### config.mk
export PLATFORM = sky130hd
export DESIGN_NAME = jogo_memoria_param
export DESIGN_NICKNAME = d
export VERILOG_FILES = /design/src/rtl/jogo_pkg.sv /design/src/rtl/jogo_memoria_param_contador.sv /design/src/rtl/jogo_memoria_param.sv
export SDC_FILE = /design/constraint.sdc
export NUM_CORES = 1
export LEC_CHECK = 0
export ABC_AREA = 1
export BUFFER_PORTS_ARGS = -buffer_cell sky130_fd_sc_hd__buf_2
export CAP_MARGIN = 15
export CORE_MARGIN = 3
export CORE_UTILIZATION = 54
export CTS_CLUSTER_DIAMETER = 150
export CTS_CLUSTER_SIZE = 14
export DETAILED_ROUTE_END_ITERATION = 10
export GPL_TIMING_DRIVEN = 1
export PLACE_DENSITY = 0.7
export SKIP_LAST_GASP = 1
export SYNTH_ARGS = -nofsm -noshare
export SYNTH_HDL_FRONTEND = slang
export SYNTH_HIERARCHICAL = 1
export SYNTH_SLANG_ARGS = --single-unit
### constraint.sdc
create_clock -name clock -period 2.66 [get_ports clock]
set_clock_uncertainty 0.05 [all_clocks]
set_input_delay 0.266 -clock clock [delete_from_list [all_inputs] [get_ports clock]]
set_output_delay 0.266 -clock clock [all_outputs]
set_load 0.05 [all_outputs]
### src/rtl/jogo_pkg.sv
// Shared definitions for the memory game: state encoding seen on db_estado and
// a counter-width helper.
package jogo_pkg;

  localparam int DB_W = 4;

  typedef enum logic [DB_W-1:0] {
    INICIAL  = 4'd0,
    PREPARA  = 4'd1,
    MOSTRA   = 4'd2,
    APAGA    = 4'd3,
    ESPERA   = 4'd4,
    REGISTRA = 4'd5,
    COMPARA  = 4'd6,
    PROXIMA  = 4'd7,
    ACERTOU  = 4'd8,
    ERROU    = 4'd9
  } estado_t;

  // Width of a counter that runs 0..m-1; never narrower than one bit.
  function automatic int cw(input int m);
    return (m > 1) ? $clog2(m) : 1;
  endfunction

endpackage

### src/rtl/jogo_memoria_param_contador.sv
// Modulo-MODULO up-counter: zera clears, conta advances, fim flags the last
// value, and the count wraps to zero when it advances past fim.
module contador_m
  import jogo_pkg::*;
#(
  parameter int  MODULO = 2,
  localparam int W      = cw(MODULO)
) (
  input  logic         clock,
  input  logic         zera,
  input  logic         conta,
  output logic [W-1:0] q,
  output logic         fim
);

  assign fim = (q == W'(MODULO - 1));

  always_ff @(posedge clock) begin
    if (zera)       q <= '0;
    else if (conta) q <= fim ? '0 : q + 1'b1;
  end

endmodule

### src/rtl/jogo_memoria_param.sv
// Memory game: shows a growing sequence on the LEDs and checks the player's
// answers. Defining JOGO_MEMORIA_TIMEOUT_EN adds the between-plays timeout.
module jogo_memoria_param
  import jogo_pkg::*;
#(
  parameter int  NUM_BOTOES     = 4,
  parameter int  PROF           = 16,
  parameter int  TEMPO_LED      = 1000,
  parameter int  TIMEOUT_CICLOS = 5000,
  localparam int AW             = $clog2(PROF),
  localparam int DW             = $clog2(NUM_BOTOES)
) (
  input  logic                  clock,
  input  logic                  reset,
  input  logic                  jogar,
  input  logic [NUM_BOTOES-1:0] botoes,
  input  logic                  seq_we,
  input  logic [AW-1:0]         seq_addr,
  input  logic [DW-1:0]         seq_dado,
  output logic [NUM_BOTOES-1:0] leds,
  output logic                  pronto,
  output logic                  ganhou,
  output logic                  perdeu,
  output logic [DB_W-1:0]       db_estado
);

  estado_t estado, prox;

  logic [DW-1:0]         mem [PROF];
  logic [AW-1:0]         addr, limite;
  logic [NUM_BOTOES-1:0] jogada, esperado;
  logic                  botoes_ant, play, ultimo, expirou;
  logic                  addr_zera, addr_conta, lim_zera, lim_conta;
  logic                  lim_fim, led_fim, addr_fim_unused;
  logic [cw(TEMPO_LED)-1:0] led_q_unused;

  always_ff @(posedge clock) begin
    if (seq_we && (estado == INICIAL || estado == ACERTOU || estado == ERROU))
      mem[seq_addr] <= seq_dado;
  end

  // A play is the rising edge of "any button"; a held button counts once.
  always_ff @(posedge clock) begin
    if (reset) botoes_ant <= 1'b0;
    else       botoes_ant <= |botoes;
  end
  assign play = (|botoes) & ~botoes_ant;

  always_ff @(posedge clock) begin
    if (reset)                  jogada <= '0;
    else if (estado == REGISTRA) jogada <= botoes;
  end

  assign esperado = NUM_BOTOES'(1) << mem[addr];
  assign ultimo   = (addr == limite);

  contador_m #(.MODULO(PROF)) u_addr (
    .clock(clock), .zera(reset || addr_zera), .conta(addr_conta),
    .q(addr), .fim(addr_fim_unused)
  );

  contador_m #(.MODULO(PROF)) u_limite (
    .clock(clock), .zera(reset || lim_zera), .conta(lim_conta),
    .q(limite), .fim(lim_fim)
  );

  // LED timer free-runs through MOSTRA/APAGA and wraps at each phase change.
  contador_m #(.MODULO(TEMPO_LED)) u_led (
    .clock(clock), .zera(reset || !(estado == MOSTRA || estado == APAGA)),
    .conta(estado == MOSTRA || estado == APAGA),
    .q(led_q_unused), .fim(led_fim)
  );

`ifdef JOGO_MEMORIA_TIMEOUT_EN
  logic [cw(TIMEOUT_CICLOS)-1:0] tmo_q_unused;

  contador_m #(.MODULO(TIMEOUT_CICLOS)) u_tmo (
    .clock(clock), .zera(reset || estado != ESPERA || play),
    .conta(estado == ESPERA), .q(tmo_q_unused), .fim(expirou)
  );
`else
  localparam int tmo_unused = TIMEOUT_CICLOS;
  assign expirou = 1'b0;
`endif

  always_ff @(posedge clock) begin
    if (reset) estado <= INICIAL;
    else       estado <= prox;
  end

  always_comb begin
    prox       = estado;
    addr_zera  = 1'b0;
    addr_conta = 1'b0;
    lim_zera   = 1'b0;
    lim_conta  = 1'b0;
    unique case (estado)
      INICIAL:  if (jogar) prox = PREPARA;
      PREPARA: begin
        addr_zera = 1'b1;
        lim_zera  = 1'b1;
        prox      = MOSTRA;
      end
      MOSTRA:   if (led_fim) prox = APAGA;
      APAGA:
        if (led_fim) begin
          if (ultimo) begin
            addr_zera = 1'b1;
            prox      = ESPERA;
          end else begin
            addr_conta = 1'b1;
            prox       = MOSTRA;
          end
        end
      // A play in the expiry cycle still wins.
      ESPERA:
        if (play)         prox = REGISTRA;
        else if (expirou) prox = ERROU;
      REGISTRA: prox = COMPARA;
      COMPARA:
        if (jogada != esperado) prox = ERROU;
        else if (ultimo)        prox = PROXIMA;
        else begin
          addr_conta = 1'b1;
          prox       = ESPERA;
        end
      PROXIMA:
        if (lim_fim) prox = ACERTOU;
        else begin
          lim_conta = 1'b1;
          addr_zera = 1'b1;
          prox      = MOSTRA;
        end
      ACERTOU, ERROU: if (jogar) prox = PREPARA;
      default:  prox = INICIAL;
    endcase
  end

  assign leds      = (estado == MOSTRA) ? esperado : '0;
  assign pronto    = (estado == ACERTOU) || (estado == ERROU);
  assign ganhou    = (estado == ACERTOU);
  assign perdeu    = (estado == ERROU);
  assign db_estado = estado;

endmodule
==> results.txt <==
Status: complete, no violations
Post-Syn Area: 3189 um2
Fin. Hold Viols: 0
Initial antenna violation count: 0
Worst r2r path cells: 18
WL met3: 438 um
Clk sink count: 59
Routed Antenna Nets: 0
Starting Density: 56.87%
Clock transition at path regs: 0.06 ns
Pre-Repair DR Iteration Count: 5
Max IR drop VDD: 0.4913 mV
CP Depth: 18
Max Used Layer: met4
Worst-path cell chain: buf_4, inv_8, nand2_1, nand2_1, nand2_1, nand3_1, nand3_1, nand2_2, inv_2, nand2_1, nand2_1, nand2_1, nor2_2, nand3_1, o22ai_2, buf_4, o21ai_0, a21oi_1
Req. time, crit path: 2.88 ns
Root Buffer Master: clkbuf_8
Worst-margin pin slew: 0.4912 ns
CP Launch Type: flip-flop
Area delta synth->final: 12.20%
Power Dens Cells: 645.2 nW/um2
Post-Synthesis Cells: 422
DRC violations left: 0
Most frequent CP cell: nand2_1
DRT met1 WL: 2963 um
Fin crit share: 86.40%
Top delay family on crit path: simple AND/OR/NAND/NOR gates
DRT Wirelength: 6422 um
Antenna diodes: 0
Routed length on met2: 2927 um
Relative slew slack: 67.13%
Fmax: 0.4351 GHz
Critical setup path kind: reg -> reg
Layout cells sized above 1: 16.92%
Cell with the largest stage delay on the worst path: dfxtp_1
Drt via density: 5.004
Placed instance area: 3387 um2
Final worst path period need: 2.298 ns
CP arrival: 2.52 ns
CTS H-tree depth: 3
WHS Path Cells: 2
Syn_area_per_cell: 7.558 um2
Final non-filler cell area: 3578 um2
HP Class: in -> reg
Clock Latency Late Sink: 0.35 ns
Syn. warnings: 6
Vias in the first global route: 2,455
Power consumption: 2.309 mW
Gr usage total: 20.04%
Vias: 2,667
FP Rows: 27
First-pass GRT wire length: 10,980 um
TNS Setup: 0 ns
DRT iter0 DRCs: 208
Synth Net Count: 439
Core footprint: 5608 um2
Post-Route Utilization: 63.81%
CTS Buf Count: 9
Crit end category: flip-flop
DIE AREA: 6864 um2
Pleak: 1.604 nW
Crit-path max FO: 22
Final setup margin: 0.3618 ns
Max-capacitance violation count: 0
Grt ovf: 0
Global placement routability congestion: 0.8606
Bufs and invs on worst path: 4
Clk buf depth: 2
HPWL Detailed: 4807 um
Die H: 82.85 um
Fin. max-slew vios: 0
# setup viols final: 0
Largest net degree at the start of global routing: 23
RSZ-0062 raised after global routing: false
Final nets: 473
Post-CTS Setup Bufs: 0
Num ports: 25
Critical path's largest stage delay: 0.31 ns
Routed length per instance: 12.05 um
IO buf count: 24
Pre-CTS setup slack: 0.2995 ns
CTS tree: done
Die width: 82.85 um
final cells by class:
type                            instances  area (um2)
Clock inverter                          5       53.80
Clock buffer                           11       131.4
Timing Repair Buffer                   28       150.1
Tap cell                               72       90.09
Multi-Input combinational cell        280        1351
Sequential cell                        59        1501
Inverter                               78       300.3
Fill cell                             527        2029
per-layer routing:
layer	vias to the layer above	global-route usage [%]
met5	-	0
met4	0	6.241
met3	9	7.837
met2	67	31.41
met1	1207	25.58
li1	1384	-
sequential cells by signal (all words and copies together) (netlist names):
name        count
u_addr/q        4
botoes_ant      1
mem            32
jogada          4
u_limite/q      4
u_led/q        10
db_estado       4
cells in the final DEF, fill, tap and decap left out, drive strengths merged, types with 2 or more instances in the layout:
cell type / n
clkinvlp: 2
o21ai: 9
inv: 76
a21oi: 18
buf: 28
edfxtp: 32
xor2: 5
nand3: 41
clkbuf: 11
nand3b: 2
dfxtp: 27
ha: 3
or2: 3
clkinv: 4
nor3: 8
nand2: 111
nor2: 74
worst register-to-register path, delay by kind of cell, from the launching register on:
family	cells	cell delay [ns]
AO/OA/AOI/OAI	3	0.38
buffers and inverters	4	0.62
flip-flops	1	0.31
AND/OR/NAND/NOR	11	0.88
worst paths after layout:
path                                to                startpoint  slack (ns)
min reg2reg     jogada[1]$_SDFFE_PP0P_    jogada[1]$_SDFFE_PP0P_        0.44
max           u_addr/q[1]$_SDFFE_PP0P_  u_addr/q[0]$_SDFFE_PP0P_        0.36
min          db_estado[0]$_SDFFE_PP0P_                     reset        0.09
max reg2reg   u_addr/q[1]$_SDFFE_PP0P_  u_addr/q[0]$_SDFFE_PP0P_        0.36
report_power, final:
group	switching (mW)	total (mW)	internal, mW	leakage [nW]
Sequential	0.0267	1.02	0.994	0.507
Clock	0.355	0.783	0.428	0.0870
Combinational	0.365	0.506	0.141	1.01
per-stage QoR:
stage	hold WS (ns)	cells
finish	0.08888	533
global route	0.07494	533
CTS	0.06849	533
detailed placement	0.4251	517
global placement	0.4311	517
floorplan	0.2851	422
repair_timing:
item                                    in CTS  in global routing
endpoints found under the setup margin       0                  2
resized for setup                            0                  1
hold buffers                                 0                  0
Power figures use the tool's default switching activity.
